## src/rtl/hpi_pkg.sv

```systemverilog
// Shared state encoding, HPI register selects and default timing for the
// CY7C67200 host-port sequencer.
package hpi_pkg;

    typedef enum logic [2:0] {
        RST_HOLD,
        IDLE,
        SETUP,
        STROBE,
        HOLD
    } hpi_state_t;

    localparam logic [1:0] HPI_DATA    = 2'd0;
    localparam logic [1:0] HPI_MAILBOX = 2'd1;
    localparam logic [1:0] HPI_ADDRESS = 2'd2;
    localparam logic [1:0] HPI_STATUS  = 2'd3;

    localparam int DEF_RST_CYC    = 16;
    localparam int DEF_SETUP_CYC  = 2;
    localparam int DEF_STROBE_CYC = 4;
    localparam int DEF_HOLD_CYC   = 2;

    function automatic int max4(input int a, input int b, input int c, input int d);
        int m;
        m = a;
        if (b > m) m = b;
        if (c > m) m = c;
        if (d > m) m = d;
        return m;
    endfunction

endpackage

```

## src/rtl/hpi_access_ctrl_rr_arb2.sv

```systemverilog
// Two-way round-robin arbiter; pointer remembers the last granted requester.
module rr_arb2
    import hpi_pkg::*;
(
    input  logic       clk,
    input  logic       reset,
    input  logic [1:0] valid,
    input  logic       advance,
    output logic [1:0] grant,
    output logic       pointer
);

    // With both requesting, the one not served last wins.
    always_comb begin
        grant = 2'b00;
        case (valid)
            2'b01:   grant = 2'b01;
            2'b10:   grant = 2'b10;
            2'b11:   grant = pointer ? 2'b01 : 2'b10;
            default: grant = 2'b00;
        endcase
    end

    always_ff @(posedge clk) begin
        if (reset) begin
            pointer <= 1'b1;
        end else if (advance && (grant != 2'b00)) begin
            pointer <= grant[1];
        end
    end

endmodule

```

## src/rtl/hpi_access_ctrl.sv

```systemverilog
// HPI sequencer: chip reset pulse, round-robin arbitration between two
// requesters and setup/strobe/hold timed single-word reads and writes.
module hpi_access_ctrl
    import hpi_pkg::*;
#(
    parameter int RST_CYC    = DEF_RST_CYC,
    parameter int SETUP_CYC  = DEF_SETUP_CYC,
    parameter int STROBE_CYC = DEF_STROBE_CYC,
    parameter int HOLD_CYC   = DEF_HOLD_CYC
) (
    input  logic        clk,
    input  logic        reset,
    input  logic [1:0]  req_valid,
    input  logic [1:0]  req_write,
    input  logic [3:0]  req_addr,
    input  logic [31:0] req_wdata,
    output logic [1:0]  req_ready,
    output logic [1:0]  rsp_valid,
    output logic [15:0] rsp_rdata,
    output logic [1:0]  hpi_addr,
    output logic        hpi_cs_n,
    output logic        hpi_rd_n,
    output logic        hpi_wr_n,
    output logic        hpi_rst_n,
    output logic [15:0] hpi_dout,
    output logic        hpi_dout_en,
    input  logic [15:0] hpi_din
);

    localparam int MAX_CYC = max4(RST_CYC, SETUP_CYC, STROBE_CYC, HOLD_CYC);
    localparam int CNT_W   = $clog2(MAX_CYC) + 1;

    localparam logic [CNT_W-1:0] RST_LOAD    = CNT_W'(RST_CYC - 1);
    localparam logic [CNT_W-1:0] SETUP_LOAD  = CNT_W'(SETUP_CYC - 1);
    localparam logic [CNT_W-1:0] STROBE_LOAD = CNT_W'(STROBE_CYC - 1);
    localparam logic [CNT_W-1:0] HOLD_LOAD   = CNT_W'(HOLD_CYC - 1);
    localparam logic [CNT_W-1:0] CNT_ONE     = CNT_W'(1);

    hpi_state_t       state;
    logic [CNT_W-1:0] cnt;
    logic             cur_write;
    logic [1:0]       grant;
    logic             last_grant;
    logic             accept;
    logic             sel_write;
    logic [1:0]       sel_addr;
    logic [15:0]      sel_wdata;

    // The pointer updates on accept, so it also names the current owner.
    rr_arb2 u_arb (
        .clk     (clk),
        .reset   (reset),
        .valid   (req_valid),
        .advance (accept),
        .grant   (grant),
        .pointer (last_grant)
    );

    assign req_ready = (state == IDLE) ? grant : 2'b00;
    assign accept    = |req_ready;
    assign sel_write = grant[1] ? req_write[1]      : req_write[0];
    assign sel_addr  = grant[1] ? req_addr[3:2]     : req_addr[1:0];
    assign sel_wdata = grant[1] ? req_wdata[31:16]  : req_wdata[15:0];

    always_ff @(posedge clk) begin
        if (reset) begin
            state       <= RST_HOLD;
            cnt         <= RST_LOAD;
            cur_write   <= 1'b0;
            hpi_rst_n   <= 1'b0;
            hpi_cs_n    <= 1'b1;
            hpi_rd_n    <= 1'b1;
            hpi_wr_n    <= 1'b1;
            hpi_addr    <= 2'd0;
            hpi_dout    <= 16'h0000;
            hpi_dout_en <= 1'b0;
            rsp_valid   <= 2'b00;
            rsp_rdata   <= 16'h0000;
        end else begin
            rsp_valid <= 2'b00;
            case (state)
                RST_HOLD: begin
                    if (cnt == '0) begin
                        state     <= IDLE;
                        hpi_rst_n <= 1'b1;
                    end else begin
                        cnt <= cnt - CNT_ONE;
                    end
                end
                IDLE: begin
                    if (accept) begin
                        state       <= SETUP;
                        cnt         <= SETUP_LOAD;
                        cur_write   <= sel_write;
                        hpi_cs_n    <= 1'b0;
                        hpi_addr    <= sel_addr;
                        hpi_dout    <= sel_write ? sel_wdata : 16'h0000;
                        hpi_dout_en <= sel_write;
                    end
                end
                SETUP: begin
                    if (cnt == '0) begin
                        state    <= STROBE;
                        cnt      <= STROBE_LOAD;
                        hpi_rd_n <= cur_write;
                        hpi_wr_n <= ~cur_write;
                    end else begin
                        cnt <= cnt - CNT_ONE;
                    end
                end
                STROBE: begin
                    // Read data is captured while rd_n is still low on the pad.
                    if (cnt == '0) begin
                        state     <= HOLD;
                        cnt       <= HOLD_LOAD;
                        hpi_rd_n  <= 1'b1;
                        hpi_wr_n  <= 1'b1;
                        rsp_valid <= last_grant ? 2'b10 : 2'b01;
                        rsp_rdata <= cur_write ? 16'h0000 : hpi_din;
                    end else begin
                        cnt <= cnt - CNT_ONE;
                    end
                end
                HOLD: begin
                    if (cnt == '0) begin
                        state       <= IDLE;
                        hpi_cs_n    <= 1'b1;
                        hpi_dout    <= 16'h0000;
                        hpi_dout_en <= 1'b0;
                    end else begin
                        cnt <= cnt - CNT_ONE;
                    end
                end
                default: begin
                    state     <= RST_HOLD;
                    cnt       <= RST_LOAD;
                    hpi_rst_n <= 1'b0;
                end
            endcase
        end
    end

endmodule

```

## config.mk

```make
export PLATFORM = sky130hd
export DESIGN_NAME = hpi_access_ctrl
export DESIGN_NICKNAME = d
export VERILOG_FILES = /design/src/rtl/hpi_pkg.sv /design/src/rtl/hpi_access_ctrl_rr_arb2.sv /design/src/rtl/hpi_access_ctrl.sv
export SDC_FILE = /design/constraint.sdc
export NUM_CORES = 1
export LEC_CHECK = 0
export BUFFER_PORTS_ARGS = -buffer_cell sky130_fd_sc_hd__buf_2
export CAP_MARGIN = 20
export CORE_UTILIZATION = 40
export DETAILED_ROUTE_END_ITERATION = 16
export HOLD_SLACK_MARGIN = 0.03
export PLACE_DENSITY = 0.73
export SLEW_MARGIN = 15
export SYNTH_ARGS = -nofsm -noshare
export SYNTH_HDL_FRONTEND = slang
export SYNTH_HIERARCHICAL = 1
export SYNTH_SLANG_ARGS = --single-unit
```

## constraint.sdc

```tcl
create_clock -name clk -period 2.6 [get_ports clk]
set_input_delay 0.39 -clock clk [delete_from_list [all_inputs] [get_ports clk]]
set_output_delay 0.39 -clock clk [all_outputs]
set_load 0.05 [all_outputs]
```

==> impl_results.md <==
- RD Place Congestion: 0.861
- Biggest area consumer among synthesized cells: sky130_fd_sc_hd__dfxtp_1
- Portion of total power attributed to combinational logic: 0.086
- Post-synthesis cell area: 2130 um^2
- # IOs: 101
- Category of the most critical setup path: flip-flop to flip-flop
- Critical-path cell list: inv_1 -> ha_1 -> nor4b_2 -> nand3_1 -> nor3b_2 -> a21bo_2
- Starting Density: 0.417
- DR vias/cell: 5.05
- Latest clock arrival within the worst-skew pair: 0.30 ns
- Setup Fix Bufs, Post-CTS: 0
- Met3 track demand over resource: 0.0388
- Max-Cap Viols: 0
- Clock network fraction of total power: 0.339
- Iter 0 DRT Violations: 61
- Minimum hold slack: 0.290 ns
- WHS Endpoint: rsp_rdata[3]
- Number of antenna violations at the first check in global routing: 0
- Reg2reg start: cnt[0]
- Element type at the critical path start: flip-flop
- Number of hold buffers added after cts: 0
- Worst clock skew on the final layout: 0.00312 ns
- Kind of end point of the critical path: flip-flop
- CTS tree: done
- Synth-to-Final Area Change: 30.2%
- Grt total ovfl: 0
- Antenna diode count: 0
- Pin slew with the least headroom to its limit: 0.989 ns
- Placed instance count: 361
- Result of the run: completed
- YS warnings: 6
- Antenna-violating nets left: 0
- Pre-CTS WS: 0.424 ns
- Die Footprint: 5620 um^2
- Power Internal: 1.07 mW
- Tmin final: 2.14 ns
- Number of global-route vias before repair: 1620
- Worst R2R Path Depth: 6
- Met2 Use GR: 0.274
- Total net switching power: 0.312 mW
- Synthesized instance count: 199
- Number of I/O port buffers: 100
- Main area contributors after synthesis: sky130_fd_sc_hd__dfxtp_1 48%, sky130_fd_sc_hd__mux2i_1 9.4%, sky130_fd_sc_hd__a22o_1 6.6%, sky130_fd_sc_hd__o2bb2ai_1 6.6%, sky130_fd_sc_hd__a21oi_1 2.6%
- CTS H-Tree Depth: 2
- Switching share of power: 0.226
- Type of the tightest min-delay check: primary input to flip-flop
- Hold wc startpoint: hpi_din[3]
- Reg-to-reg endpoint: hpi_dout_en
- Maximum number of pins on one net before global-route repair: 20
- Data required time at the worst endpoint: 2.85 ns
- Number of fillers in the final layout: 476
- Final WS setup: 0.456 ns
- Die Y: 74.9 um
- DRC: 0
- Max Slew Vio Count: 0
- Cell row count: 26
- Relative contribution of sequential cells to total power: 0.574
- Area of the core: 5110 um^2
- Largest fanout of any net on the critical path: 17
- Post-cts resize count: 0
- Final period utilization: 0.825
- Final setup violation count: 0
- Per-cell routed wire length: 12.9 um
- Slack of the worst reg-to-reg path: 0.46 ns
- Maximum number of buffers from clock root to sink: 2
- GR Layer Usage met1: 0.219
- Share of layout cells above drive strength 1: 0.408
- Drt total wl: 4750 um
- Via total after detailed routing: 1863
- CTS sink cnt: 51
- Number of standard cells in the layout, taps in and fillers out: 369
- Share of the synthesized area in the top cell type: 0.480
- Number of endpoints with negative hold slack in the final report: 0
- Highest-delay cell along the critical path: sky130_fd_sc_hd__nor3b_2
- Library cells used by synthesis: 41
- P_leak: 1.29 nW
- Number of buffers inserted during clock tree synthesis: 5
- Per-instance average area after synthesis: 10.7 um^2
- Initial DRT Pass Iterations: 4
- Hold path depth: 2
- Register bit count reported by yosys: 51
- Total track usage: 0.171
- Fin Setup TNS: 0 ns
- Slew margin rel.: 0.338
- Wire length of the first global-routing pass: 7230 um
- Placed wire-length estimate: 3490 um
- Critical path data arrival time: 2.39 ns
- Worst-path clk slew: 0.09 ns
- Syn_nets: 258
- RSZ-0062 raised after global routing: no
- Sequential area share after synthesis: 0.480
- Power density cells: 497 nW/um^2
- Max Fclk: 0.466 GHz
- Busiest metal layer after global routing: met2
- Total number of nets in the final design: 357
- Highest cell delay on the worst timing path: 0.81 ns
- CTS Root Cell: sky130_fd_sc_hd__clkbuf_8
- Peak ir drop on the vdd network: 275 uV
- Die Width: 74.9 um
==> cell usage after synthesis <==
| cell | n |
|---|---|
| sky130_fd_sc_hd__nor3b_1 | 3 |
| sky130_fd_sc_hd__nor3b_2 | 3 |
| sky130_fd_sc_hd__a21boi_0 | 2 |
| sky130_fd_sc_hd__a21oi_1 | 11 |
| sky130_fd_sc_hd__nor3_1 | 6 |
| sky130_fd_sc_hd__a22o_1 | 16 |
| sky130_fd_sc_hd__nor3b_4 | 1 |
| sky130_fd_sc_hd__a211oi_1 | 2 |
| sky130_fd_sc_hd__nor4b_2 | 1 |
| sky130_fd_sc_hd__nor3_4 | 1 |
| sky130_fd_sc_hd__inv_1 | 6 |
| sky130_fd_sc_hd__and3b_1 | 1 |
| sky130_fd_sc_hd__clkbuf_1 | 3 |
| sky130_fd_sc_hd__nand2b_1 | 2 |
| sky130_fd_sc_hd__o21ai_2 | 1 |
| sky130_fd_sc_hd__buf_1 | 2 |
| sky130_fd_sc_hd__a221o_1 | 1 |
| sky130_fd_sc_hd__o2111ai_1 | 1 |
| sky130_fd_sc_hd__nor2_1 | 8 |
| sky130_fd_sc_hd__a31oi_1 | 3 |
| sky130_fd_sc_hd__or4b_1 | 1 |
| sky130_fd_sc_hd__o21bai_2 | 1 |
| sky130_fd_sc_hd__nand3_1 | 4 |
| sky130_fd_sc_hd__o21ai_0 | 5 |
| sky130_fd_sc_hd__and2_1 | 2 |
| sky130_fd_sc_hd__buf_4 | 2 |
| sky130_fd_sc_hd__ha_1 | 1 |
| sky130_fd_sc_hd__xor2_1 | 1 |
| sky130_fd_sc_hd__or3_1 | 2 |
| sky130_fd_sc_hd__nand2_1 | 3 |
| sky130_fd_sc_hd__a22oi_1 | 1 |
| sky130_fd_sc_hd__buf_2 | 3 |
| sky130_fd_sc_hd__mux2i_1 | 20 |
| sky130_fd_sc_hd__a2bb2oi_1 | 1 |
| sky130_fd_sc_hd__nor2b_1 | 1 |
| sky130_fd_sc_hd__o21bai_1 | 4 |
| sky130_fd_sc_hd__a21bo_2 | 1 |
| sky130_fd_sc_hd__o2bb2ai_1 | 16 |
| sky130_fd_sc_hd__dfxtp_1 | 51 |
| sky130_fd_sc_hd__buf_6 | 3 |
| sky130_fd_sc_hd__and3_1 | 2 |
==> worst max-delay path: cells and delay by family, from the launching register on <==
family | cells | cell delay [ns]
adder cells (fa/ha/maj) | 1 | 0.24
buffers and inverters | 1 | 0.06
flip-flops | 1 | 0.38
AO/OA/AOI/OAI | 1 | 0.25
AND/OR/NAND/NOR | 3 | 1.15
==> flip-flops by register name (all words and copies together) (netlist names) <==
register       flops
hpi_dout          16
rsp_rdata         16
cnt                5
state              3
hpi_addr           2
rsp_valid          2
cur_write          1
hpi_cs_n           1
hpi_dout_en        1
hpi_rd_n           1
hpi_rst_n          1
hpi_wr_n           1
u_arb/pointer      1
==> routing by layer <==
metal,routed length (um),share of wire
met4,80,0.017
met1,2240,0.47
met5,0,0
met2,2140,0.45
met3,282,0.059
==> how the worst max path moves through the flow <==
stage               slack, ns            to  cells past startpoint         start
floorplan                0.13  req_ready[1]                      4  req_valid[1]
global placement         0.49   hpi_dout_en                      6  req_valid[1]
detailed placement       0.42   hpi_dout_en                      6  req_valid[0]
CTS                      0.44   hpi_dout_en                      6        cnt[0]
global route             0.25   hpi_dout_en                      6        cnt[0]
finish                   0.46   hpi_dout_en                      6        cnt[0]
==> metrics by stage <==
stage | instance area [um^2] | util | total power [mW]
final | 2770 | 0.542 | 1.38
after global routing | 2770 | 0.542 | 1.44
after CTS | 2770 | 0.542 | 1.40
after detailed placement | 2680 | 0.524 | 0.930
after global placement | 2680 | 0.524 | 0.926
after floorplan | 2130 | - | 0.869
==> kinds of logic (layout without fill, tap and decap cells) <==
logic type / after synthesis / count (layout) / share of synthesized area
AO/OA/AOI/OAI: 66 / 66 / 0.237
multiplexers: 20 / 20 / 0.0941
flip-flops: 51 / 51 / 0.480
buffers and inverters: 19 / 119 / 0.0494
AND/OR/NAND/NOR: 41 / 41 / 0.130
adder cells (fa/ha/maj): 1 / 1 / 0.00588
XOR/XNOR: 1 / 1 / 0.00412
==> area by class of cell <==
cell class | count | area, um^2 | area share
clock inverters | 1 | 8.76 | 0.00316
clock buffers | 7 | 86.3 | 0.0312
multi-input cells | 129 | 1010 | 0.363
repair buffers | 105 | 538 | 0.194
flip-flops and latches | 51 | 1020 | 0.369
well taps | 70 | 87.6 | 0.0316
inverters | 6 | 22.5 | 0.00813
==> power by group through the flow <==
stage / combinational (mW) / clock [mW] / sequential (mW)
after floorplan: 0.0556 / 0 / 0.813
after global placement: 0.117 / 0 / 0.809
after detailed placement: 0.120 / 0 / 0.810
after CTS: 0.120 / 0.484 / 0.791
final: 0.119 / 0.467 / 0.791
after global routing: 0.132 / 0.514 / 0.792
==> placed cells by master (no fill, tap or decap), types with 5 or more instances in the layout <==
cell type,instances
sky130_fd_sc_hd__dfxtp_1,51
sky130_fd_sc_hd__nor2_1,8
sky130_fd_sc_hd__inv_1,6
sky130_fd_sc_hd__buf_4,5
sky130_fd_sc_hd__o2bb2ai_1,16
sky130_fd_sc_hd__clkbuf_8,6
sky130_fd_sc_hd__nor3_1,6
sky130_fd_sc_hd__o21ai_0,5
sky130_fd_sc_hd__a22o_1,16
sky130_fd_sc_hd__buf_2,100
sky130_fd_sc_hd__a21oi_1,11
sky130_fd_sc_hd__mux2i_1,20
No activity file was read; power rests on OpenSTA's default activity.
